### config.mk
export PLATFORM = sky130hd
export DESIGN_NAME = ex_muldiv
export DESIGN_NICKNAME = d
export VERILOG_FILES = /design/src/rtl/ex_muldiv.sv
export SDC_FILE = /design/constraint.sdc
export NUM_CORES = 1
export LEC_CHECK = 0
export CAP_MARGIN = 10
export CORE_ASPECT_RATIO = 0.6
export CORE_MARGIN = 2
export CORE_UTILIZATION = 64
export DETAILED_ROUTE_END_ITERATION = 8
export GPL_TIMING_DRIVEN = 0
export PLACE_DENSITY = 0.88
export SLEW_MARGIN = 20
export SYNTH_ARGS = -nofsm -noshare
export SYNTH_HDL_FRONTEND = slang
export SYNTH_SLANG_ARGS = --single-unit
### constraint.sdc
create_clock -name clk -period 4.92 [get_ports clk]
set_input_delay 0.984 -clock clk [delete_from_list [all_inputs] [get_ports clk]]
set_output_delay 0.984 -clock clk [all_outputs]
set_load 0.005 [all_outputs]
### src/rtl/ex_muldiv.sv
// ex_muldiv: iterative MULT/MULTU/DIV/DIVU unit owning HI/LO, one step per cycle
module ex_muldiv #(
    parameter int WIDTH = 32
) (
    input  logic             clk,
    input  logic             rst_n,
    input  logic             start,
    input  logic [1:0]       op,
    input  logic [WIDTH-1:0] rs_val,
    input  logic [WIDTH-1:0] rt_val,
    input  logic             mthi,
    input  logic             mtlo,
    input  logic             flush,
    output logic             busy,
    output logic             done,
    output logic [WIDTH-1:0] hi,
    output logic [WIDTH-1:0] lo
);
    localparam int CW = $clog2(WIDTH);
    typedef enum logic [1:0] {IDLE, CALC, FIX} state_t;
    state_t state, state_nx;
    logic [CW-1:0] count;
    logic [2*WIDTH-1:0] acc, acc_nx, prod;
    logic [WIDTH-1:0] opb, quo, rem, res_hi, res_lo;
    logic [WIDTH:0] add_sum, shl, sub_rem;
    logic is_div, neg_a, neg_b, q_bit, sgn;
    // state register
    always_ff @(posedge clk or negedge rst_n)
        if (!rst_n) state <= IDLE;
        else        state <= state_nx;
    // next-state: flush wins, CALC runs WIDTH steps, FIX lasts one cycle
    always_comb
        state_nx = flush ? IDLE :
                   state == IDLE ? (start ? CALC : IDLE) :
                   state == CALC ? (count == CW'(WIDTH-1) ? FIX : CALC) : IDLE;
    // outputs decoded from state
    always_comb busy = state != IDLE;
    // one iteration: shift-add for multiply, restoring shift-subtract for divide
    always_comb begin
        add_sum = {1'b0, acc[2*WIDTH-1:WIDTH]} + {1'b0, acc[0] ? opb : '0};
        shl     = acc[2*WIDTH-1:WIDTH-1];
        q_bit   = shl >= {1'b0, opb};
        sub_rem = q_bit ? shl - {1'b0, opb} : shl;
        acc_nx  = is_div ? {sub_rem[WIDTH-1:0], acc[WIDTH-2:0], q_bit} : {add_sum, acc[WIDTH-1:1]};
    end
    // sign correction; a zero divisor forces an all-ones quotient, remainder is the dividend
    always_comb begin
        sgn    = neg_a ^ neg_b;
        prod   = sgn ? -acc : acc;
        quo    = acc[WIDTH-1:0];
        rem    = acc[2*WIDTH-1:WIDTH];
        res_lo = is_div ? (opb == '0 ? '1 : (sgn ? -quo : quo)) : prod[WIDTH-1:0];
        res_hi = is_div ? (neg_a ? -rem : rem) : prod[2*WIDTH-1:WIDTH];
    end
    // operand latch at start and iteration datapath
    always_ff @(posedge clk or negedge rst_n)
        if (!rst_n) begin
            acc    <= '0;
            opb    <= '0;
            count  <= '0;
            is_div <= 1'b0;
            neg_a  <= 1'b0;
            neg_b  <= 1'b0;
        end else if (state == IDLE && start && !flush) begin
            acc    <= {{WIDTH{1'b0}}, (!op[0] && rs_val[WIDTH-1]) ? -rs_val : rs_val};
            opb    <= (!op[0] && rt_val[WIDTH-1]) ? -rt_val : rt_val;
            count  <= '0;
            is_div <= op[1];
            neg_a  <= !op[0] && rs_val[WIDTH-1];
            neg_b  <= !op[0] && rt_val[WIDTH-1];
        end else if (state == CALC && !flush) begin
            acc   <= acc_nx;
            count <= count + 1'b1;
        end
    // HI/LO writes: op result at FIX, mthi/mtlo only while idle, nothing on flush
    always_ff @(posedge clk or negedge rst_n)
        if (!rst_n) begin
            hi   <= '0;
            lo   <= '0;
            done <= 1'b0;
        end else begin
            done <= state == FIX && !flush;
            if (state == FIX && !flush) begin
                hi <= res_hi;
                lo <= res_lo;
            end else if (state == IDLE && !flush) begin
                if (mthi) hi <= rs_val;
                if (mtlo) lo <= rs_val;
            end
        end
endmodule
==> metrics.yaml, run 1 <==
status: "finished, final reports clean"
crit_fanout: 10
min_period_over_period_pct: 99.0
peakVddDrop_uv: 316
final_core_util_pct: 75.3
clkSinkCount: 171
synth_cell_type_count: 78
num_vias: 16000
area_growth_pct: 16.0
crit_path_start_kind: "flip-flop"
met3_usage_pct: 27.8
tightest_slew_ps: 1030
core_um2: 21900
clk_path_buf_depth: 2
first_iter_violations: 2534
antenna_found_initial: 0
port_buffers: 133
critPathMaxStageDelay_ps: 610
grt_setup_unrepaired: "false"
synthFlopType: "dfrtp_1"
die_width_um: 196
grtUsageMet1_pct: 68.2
cts_htree_levels: 4
endpoint_kind: "flip-flop"
p_total_mw: 9.10
grt_pass1_wl_um: 84800
path_class: "flip-flop to flip-flop"
synth_fp_nets: 1901
busiest_layer: "met1"
placementRows: 42
cts-hold-fix-buffers: 0
cap_violations: 0
yosys.area_share.simple_pct: 17.1
grt_pass1_vias: 14400
synthCells: 1757
io_pins: 138
crit_chain: "inv_1 > clkbuf_1 > nor2_1 > ha_1 > a211o_1 > a211oi_1 > nor3_1 > o31ai_2 > o221ai_1 > a211o_1 > o311ai_0 > a21oi_1 > o21a_1"
initial_core_util_pct: 64.9
arrival_ps: 5210
crit_path_top_delay_cell: "a211oi_1"
ys_seq_area_share_pct: 30.1
finalHoldViolations: 0
power_leakage_nw: 6.91
tns_ps: 0
post-synth-top-count-cell: "dfrtp_1"
max_freq_ghz: 0.205
yosys.area.top_type: "dfrtp_1"
grtUsageTotal_pct: 48.0
synthTopCellsByArea: "dfrtp_1 30%, ha_1 6.2%, xnor2_1 5.7%"
n_fill_cell: 1555
worstSkewPairLatency_ps: 460
yosysTopAreaCellShare_pct: 30.1
path_clk_slew_ps: 80
cts_made_buffers: 17
routed_via_density: 7.24
syn-cell-area_um2: 14200
grtUsageMet2_pct: 60.6
place.gp.congestion: 1.10
synthMuxAreaShare_pct: 3.48
setup_violations: 0
grt_overflow: 0
route.detailed.drc: 0
wire_per_inst_um: 25.6
die_area_um2: 23500
relSlewSlack_pct: 31.1
finClkSkew_ps: 14.2
maxSlewViolCount: 0
final_antenna_net_count: 0
synth_seq_cells: 171
drtPass1Iterations: 8
yosys.area_share.adder_pct: 6.44
period_needed_ps: 4870
synth_xor_area_share_pct: 10.8
wl_um: 56500
nets: 2054
power_density_nw_per_um2: 551
dpl.hpwl_um: 43200
final_layout_size_suffix_gt1_share_pct: 2.81
syn_avg_cell_area_um2: 8.09
cp_common_cell: "a211o_1"
required_ps: 5260
cts_tree: "done"
synth-compound-area-share_pct: 27.6
yosysWarnings: 0
synth-edff-count: 0
grt_max_degree: 100
hold_path.class: "flip-flop to flip-flop"
synthArstFlopShare_pct: 100
synth_top_family_by_area: "compound AO/OA/AOI/OAI gates"
netlist_top_cells_count: "171 x dfrtp_1, 152 x nand2_1, 146 x nor2_1, 144 x a21oi_1, 94 x clkbuf_1"
die_y_um: 119
cts-root-buf: "clkbuf_16"
power by group:
group          internal, mW  total (mW)  leakage, nW  switching, mW
Sequential             1.75        2.38         2.14          0.629
Combinational          2.12        5.40         4.51           3.28
Clock                 0.663        1.32        0.262          0.654
registers in the layout, summed over array words and instances, names as in the netlist:
signal	cells
acc	64
state	2
opb	32
neg_a	1
done	1
hi	32
neg_b	1
is_div	1
count	5
lo	32
worst paths after layout:
path | start | endpoint | cells past startpoint | slack [ps]
hold reg to reg | opb[25]$_DFFE_PN0P_ | opb[25]$_DFFE_PN0P_ | 2 | 500
setup / recovery | acc[0]$_DFFE_PN0P_ | acc[58]$_DFFE_PN0P_ | 13 | 50
max in group asynchronous | rst_n | lo[11]$_DFFE_PN0P_ | 2 | 3440
min in group asynchronous | rst_n | opb[28]$_DFFE_PN0P_ | 1 | 520
setup reg to reg | acc[0]$_DFFE_PN0P_ | acc[58]$_DFFE_PN0P_ | 13 | 50
hold / removal | opb[25]$_DFFE_PN0P_ | opb[25]$_DFFE_PN0P_ | 2 | 500
stage by stage:
stage / area, µm² / std cells / worst slack [ps] / hold WS (ps)
3_3_place_gp: 15900 / 2176 / -4270 / 469
4_1_cts: 16500 / 2207 / 184 / 498
5_1_grt: 16500 / 2207 / 12.4 / 527
2_1_floorplan: 14200 / 1757 / 1600 / 450
3_5_place_dp: 15900 / 2177 / 224 / 480
6_report: 16500 / 2208 / 50.2 / 499
layer usage:
layer | wire, µm | vias up
met2 | 20800 | 1547
li1 | - | 6734
met4 | 1460 | 4
met3 | 11600 | 206
met1 | 22500 | 7492
met5 | 118 | -
placed cells by master (no fill, tap or decap), types with 34 or more instances in the layout:
| cell | Yosys | layout |
|---|---|---|
| xnor2_1 | 92 | 92 |
| o21ai_0 | 88 | 88 |
| mux2i_1 | 45 | 45 |
| a21oi_1 | 144 | 144 |
| clkdlybuf4s50_1 | 0 | 132 |
| dfrtp_1 | 171 | 171 |
| a221o_1 | 37 | 37 |
| nor3_1 | 43 | 43 |
| xor2_1 | 83 | 83 |
| o211ai_1 | 47 | 47 |
| clkbuf_1 | 94 | 95 |
| inv_1 | 60 | 60 |
| o21ai_1 | 86 | 86 |
| ha_1 | 70 | 70 |
| nand2_1 | 152 | 152 |
| a21o_1 | 34 | 34 |
| a22oi_1 | 39 | 39 |
| nor2_1 | 146 | 146 |
kinds of logic after synthesis:
| group | after synthesis |
|---|---|
| compound gates | 610 |
| xor+xnor | 175 |
| fa+ha+maj | 72 |
| buf+inv | 171 |
| flops | 171 |
| mux | 49 |
| simple gates | 509 |
critical path, delay by kind of cell, from the launching register on:
family	cells	cell delay (ps)
DFF	1	460
adders and majority gates	1	380
AOI/OAI and AO/OA	8	2730
and+or+nand+nor	2	370
buffers and inverters	2	810
repair_timing:
| item | 4_1_cts | 5_1_grt |
|---|---|---|
| endpoints found under the setup margin | 0 | 4 |
| setup buffers | 0 | 0 |
| resized for setup | 0 | 2 |
cell type report:
cell class,count,area [µm²],area share [%]
Multi-Input combinational cell,1415,9310,56.5
Sequential cell,171,4280,25.9
Timing Repair Buffer,134,1360,8.27
Clock buffer,19,443,2.69
Buffer,111,420,2.55
Tap cell,286,358,2.17
Inverter,60,225,1.37
Clock inverter,11,86.3,0.523
Antenna cell,1,2.50,0.0152
(Power assumes the default switching activity.)
==> run 2: changes to the inputs <==
--- a/config.mk
+++ b/config.mk
@@ -8,10 +8,9 @@
 export CAP_MARGIN = 10
 export CORE_ASPECT_RATIO = 0.6
 export CORE_MARGIN = 2
-export CORE_UTILIZATION = 64
+export CORE_UTILIZATION = 40
 export DETAILED_ROUTE_END_ITERATION = 8
 export GPL_TIMING_DRIVEN = 0
-export PLACE_DENSITY = 0.88
 export SLEW_MARGIN = 20
 export SYNTH_ARGS = -nofsm -noshare
 export SYNTH_HDL_FRONTEND = slang
==> metrics.yaml, run 2 (synthesis gave the netlist of run 1 again) <==
initial_core_util_pct: 40.6  # -24 points
dp_slack_ps: 335  # +110 ps
setup_slack_ps: 116  # +66.3 ps
power_leakage_nw: 6.94  # +0.41%
port_buffers: 133  # unchanged
setup_violations: 0  # unchanged
worstSkewPairLatency_ps: 470  # about the same
io_pins: 138  # unchanged
drtPass1Iterations: 5  # -3
startpoint: "opb[3]$_DFFE_PN0P_"
dpl.hpwl_um: 48100  # +11%
max_freq_ghz: 0.208  # +1.4%
regMostFlops: "acc"
r2r-start: "opb[3]$_DFFE_PN0P_"
mostFrequentLayoutCells: "171 x dfrtp_1, 152 x nand2_1, 146 x nor2_1"
critPathMaxStageDelay_ps: 620  # about the same
path_class: "flip-flop to flip-flop"
area_growth_pct: 18.1
n_fill_cell: 3475  # +120%
grt_max_degree: 81  # -19%
die_y_um: 150  # +26%
final_antenna_net_count: 0  # unchanged
busiest_layer: "met1"
clkSinkCount: 171  # unchanged
wl_um: 60900  # +7.7%
antenna_cells: 0  # -1
die_area_um2: 37100  # +58%
tightest_slew_ps: 1130  # +104 ps
cts_tree: "done"
grtUsageMet1_pct: 50.8  # -17 points
grt_pass1_wl_um: 89700  # +5.9%
place.gp.congestion: 1.03  # -5.6%
reg2reg_slack_ps: 120  # +70 ps
crit_path_start_kind: "flip-flop"
cts_made_buffers: 17  # unchanged
grt_pass1_vias: 13900  # -3.3%
placementRows: 53  # +26%
hold_slack_ps: 385  # -115 ps
final_layout_size_suffix_gt1_share_pct: 3.01  # +0.20 points
cts-root-buf: "clkbuf_16"
period_needed_ps: 4800  # -66.3 ps
maxSlewViolCount: 0  # unchanged
grtUsageMet2_pct: 38.9  # -22 points
final_core_util_pct: 48.0  # -27 points
endpoint: "acc[62]$_DFFE_PN0P_"
endpoint_kind: "flip-flop"
cts_htree_levels: 4  # unchanged
relSlewSlack_pct: 24.1  # -7.0 points
peakVddDrop_uv: 274  # -13%
required_ps: 5240  # -20 ps
crit_path_top_delay_cell: "a21oi_1"
layout_commonest_cell: "dfrtp_1"
grtUsageTotal_pct: 32.8  # -15 points
num_vias: 15200  # -5.2%
crit_fanout: 10  # unchanged
routed_via_density: 6.34  # -12%
min_period_over_period_pct: 97.6  # -1.3 points
hold_path.class: "input pin to async pin"
reg2reg_to: "acc[62]$_DFFE_PN0P_"
grt_setup_unrepaired: "false"
die_width_um: 247  # +26%
met3_usage_pct: 15.7  # -12 points
route.detailed.drc: 0  # unchanged
ff2ff_path_depth: 12  # -1
largest_reg_flops: 64  # unchanged
cap_violations: 0  # unchanged
power_density_nw_per_um2: 551  # about the same
arrival_ps: 5120  # -90 ps
path_clk_slew_ps: 80  # about the same
wire_per_inst_um: 25.5  # -0.57%
clk_path_buf_depth: 2  # unchanged
finalHoldViolations: 0  # unchanged
cp_common_cell: "nand2_1"
first_iter_violations: 2235  # -12%
finClkSkew_ps: 11.7  # -2.50 ps
grt_overflow: 0  # unchanged
status: "finished, final reports clean"
tns_ps: 0  # unchanged
nets: 2055  # +0.049%
crit_chain: "inv_1 > ha_1 > o21ai_0 > a21oi_1 > a2111oi_2 > o21ai_1 > nand4_1 > nand2_1 > clkbuf_1 > nand2_1 > o31ai_1 > a22oi_1"
core_um2: 35000  # +60%
antenna_found_initial: 1  # +1
run 2: worst min path at each step:
stage                     slack [ps]                start                   to  cells after the start
after floorplan                  450  opb[18]$_DFFE_PN0P_  opb[18]$_DFFE_PN0P_                      2
after global placement           470  opb[22]$_DFFE_PN0P_  opb[22]$_DFFE_PN0P_                      2
after detailed placement         480  opb[23]$_DFFE_PN0P_  opb[23]$_DFFE_PN0P_                      2
after CTS                        390                rst_n   opb[4]$_DFFE_PN0P_                      1
after global routing             390                rst_n   opb[4]$_DFFE_PN0P_                      1
final                            380                rst_n   opb[4]$_DFFE_PN0P_                      1
run 2: timing repair:
item | 4_1_cts | 5_1_grt
setup buffers | 0 | 0
hold buffers | 0 | 0
resized for setup | 0 | 2
setup endpoints to repair | 0 | 3
run 2: final cells by class:
type	count	area [µm²]	share of cell area [%]
inverters	60	225	1.34
plain buffers	111	420	2.50
clock buffers	17	425	2.53
well taps	467	584	3.48
flip-flops and latches	171	4280	25.5
repair buffers	135	1390	8.28
multi-input cells	1415	9320	55.5
clock inverters	15	158	0.938
run 2: layer usage:
| metal | share of wire, % | wire [µm] |
|---|---|---|
| met5 | 0.23 | 139 |
| met4 | 1.6 | 993 |
| met3 | 15 | 9330 |
| met2 | 35 | 21500 |
| met1 | 48 | 28900 |
run 2: worst max-delay path: cells and delay by family, from the launching register on:
kind	cells	cell delay [ps]
AO/OA/AOI/OAI	6	1960
adder cells (fa/ha/maj)	1	440
AND/OR/NAND/NOR	3	970
flip-flops	1	530
buffers and inverters	2	740
run 2: report_power, final:
| part | internal [mW] | switching, mW | total, mW |
|---|---|---|---|
| clock network | 0.674 | 0.717 | 1.39 |
| logic | 2.12 | 3.34 | 5.46 |
| registers | 1.75 | 0.661 | 2.41 |
| total | 4.54 | 4.71 | 9.26 |
run 2: through the flow:
| step | std cells | cell area, µm² | total power [mW] |
|---|---|---|---|
| floorplan | 1757 | 14200 | 5.71 |
| global placement | 2357 | 16100 | 7.58 |
| detailed placement | 2359 | 16200 | 7.60 |
| CTS | 2391 | 16800 | 9.02 |
| global route | 2391 | 16800 | 9.77 |
| finish | 2391 | 16800 | 9.26 |
==> run 3: changes to the inputs <==
--- a/config.mk
+++ b/config.mk
@@ -11,6 +11,7 @@
 export CORE_UTILIZATION = 40
 export DETAILED_ROUTE_END_ITERATION = 8
 export GPL_TIMING_DRIVEN = 0
+export MAX_ROUTING_LAYER = met4
 export SLEW_MARGIN = 20
 export SYNTH_ARGS = -nofsm -noshare
 export SYNTH_HDL_FRONTEND = slang
==> metrics.yaml, run 3 (synthesis gave the netlist of run 1 again) <==
status: "finished, final reports clean"
largest_reg_flops: 64  # unchanged
grt_pass1_vias: 13900  # -0.49%
routed_via_density: 6.26  # -1.2%
grtUsageMet1_pct: 53.5  # +2.6 points
setup_violations: 0  # unchanged
clkSinkCount: 171  # unchanged
layout_commonest_cell: "dfrtp_1"
max_freq_ghz: 0.206  # -1.0%
endpoint_kind: "flip-flop"
crit_path_top_delay_cell: "or4_1"
p_total_mw: 9.28  # +0.23%
hold_path.class: "input pin to async pin"
required_ps: 5240  # about the same
crit_buf_inv: 2  # unchanged
nets: 2055  # unchanged
area_growth_pct: 18.4
relSlewSlack_pct: 26.1  # +2.0 points
port_buffers: 133  # unchanged
hold_slack_ps: 347  # -38.0 ps
route.detailed.drc: 0  # unchanged
tightest_slew_ps: 1100  # -29.5 ps
power_leakage_nw: 6.97  # +0.45%
path_clk_slew_ps: 70  # about the same
worstSkewPairLatency_ps: 450  # -20 ps
final_layout_size_suffix_gt1_share_pct: 3.01  # unchanged
initial_core_util_pct: 40.6  # unchanged
wl_um: 61300  # +0.77%
grtUsageMet2_pct: 40.6  # +1.7 points
cts_htree_levels: 4  # unchanged
dp_slack_ps: 257  # -77.4 ps
period_needed_ps: 4850  # +49.4 ps
arrival_ps: 5170  # +50 ps
place.gp.congestion: 1.01  # -2.4%
min_period_over_period_pct: 98.6  # +1.0 points
finClkSkew_ps: 8.26  # -3.47 ps
antenna_found_initial: 1  # unchanged
die_y_um: 150  # unchanged
grt_setup_unrepaired: "false"
dp_cells: 2359  # unchanged
final_area_um2: 16800  # +0.24%
final_core_util_pct: 48.1  # +0.11 points
post_layout_nonfiller_instances: 2392  # +0.042%
regMostFlops: "acc"
reg2reg_slack_ps: 70  # -50 ps
crit_chain: "inv_1 > clkbuf_1 > ha_1 > nor2b_1 > nand3_2 > or4_1 > or3_1 > nand2b_2 > nand2_1 > o21ai_1 > xor2_1 > o21ai_1"
power_density_nw_per_um2: 551  # about the same
final_antenna_net_count: 0  # unchanged
peakVddDrop_uv: 349  # +27%
crit_fanout: 10  # unchanged
grt_overflow: 0  # unchanged
grt_pass1_wl_um: 90800  # +1.1%
die_area_um2: 37100  # unchanged
cts_tree: "done"
tns_ps: 0  # unchanged
grtUsageTotal_pct: 34.1  # +1.3 points
crit_path_start_kind: "flip-flop"
met3_usage_pct: 12.3  # -3.4 points
cap_violations: 0  # unchanged
cpLargestDelayFamily: "simple AND/OR/NAND/NOR gates"
cts-root-buf: "clkbuf_16"
drtPass1Iterations: 6  # +1
num_vias: 15000  # -1.2%
dpl.hpwl_um: 48600  # +1.2%
first_iter_violations: 2060  # -7.8%
cts_made_buffers: 17  # unchanged
die_width_um: 247  # unchanged
mostFrequentLayoutCells: "171 x dfrtp_1, 152 x nand2_1, 146 x nor2_1"
grt_max_degree: 82  # +1.2%
busiest_layer: "met1"
io_pins: 138  # unchanged
n_fill_cell: 3543  # +2.0%
finalHoldViolations: 0  # unchanged
setup_slack_ps: 67.0  # -49.4 ps
placementRows: 53  # unchanged
wire_per_inst_um: 25.6  # +0.72%
placed_area_um2: 16200  # about the same
maxSlewViolCount: 0  # unchanged
clk_path_buf_depth: 2  # unchanged
path_class: "flip-flop to flip-flop"
critPathMaxStageDelay_ps: 570  # -50 ps
core_um2: 35000  # unchanged
cp_common_cell: "o21ai_1"
[run 3: routing by layer]
layer | part of all wire (%) | vias to the layer above | wire length (µm)
met5 | 0 | - | 0
met4 | 1.0 | 0 | 626
met3 | 14 | 50 | 8320
met2 | 36 | 900 | 22000
met1 | 50 | 7279 | 30400
li1 | - | 6746 | -
[run 3: worst paths after layout]
path	cells after the start	from	endpoint
hold reg to reg	2	opb[23]$_DFFE_PN0P_	opb[23]$_DFFE_PN0P_
max in group asynchronous	3	rst_n	hi[15]$_DFFE_PN0P_
min in group clk	2	opb[23]$_DFFE_PN0P_	opb[23]$_DFFE_PN0P_
setup / recovery	12	acc[0]$_DFFE_PN0P_	hi[24]$_DFFE_PN0P_
hold / removal	1	rst_n	opb[11]$_DFFE_PN0P_
setup reg to reg	12	acc[0]$_DFFE_PN0P_	hi[24]$_DFFE_PN0P_
[run 3: cell type report]
| cell class | instances | area (µm²) | area share (%) |
|---|---|---|---|
| tap | 467 | 584 | 3.47 |
| multi-input combinational | 1415 | 9320 | 55.4 |
| inverter | 60 | 225 | 1.34 |
| clock buffer | 20 | 457 | 2.71 |
| timing repair buffer | 135 | 1390 | 8.26 |
| sequential | 171 | 4280 | 25.4 |
| antenna | 1 | 2.50 | 0.0149 |
| clock inverter | 12 | 159 | 0.944 |
| buffer | 111 | 420 | 2.50 |
[run 3: report_power, final]
part           internal, mW  switching, mW  total (mW)  leakage, nW
logic                  2.12           3.26        5.38         4.53
registers              1.75          0.667        2.42         2.14
clock network         0.795          0.686        1.48        0.303
[run 3: repair_timing]
item | 4_1_cts | 5_1_grt
setup buffers | 0 | 0
gates resized for setup | 0 | 3
endpoints found under the setup margin | 0 | 6
hold buffers | 0 | 0
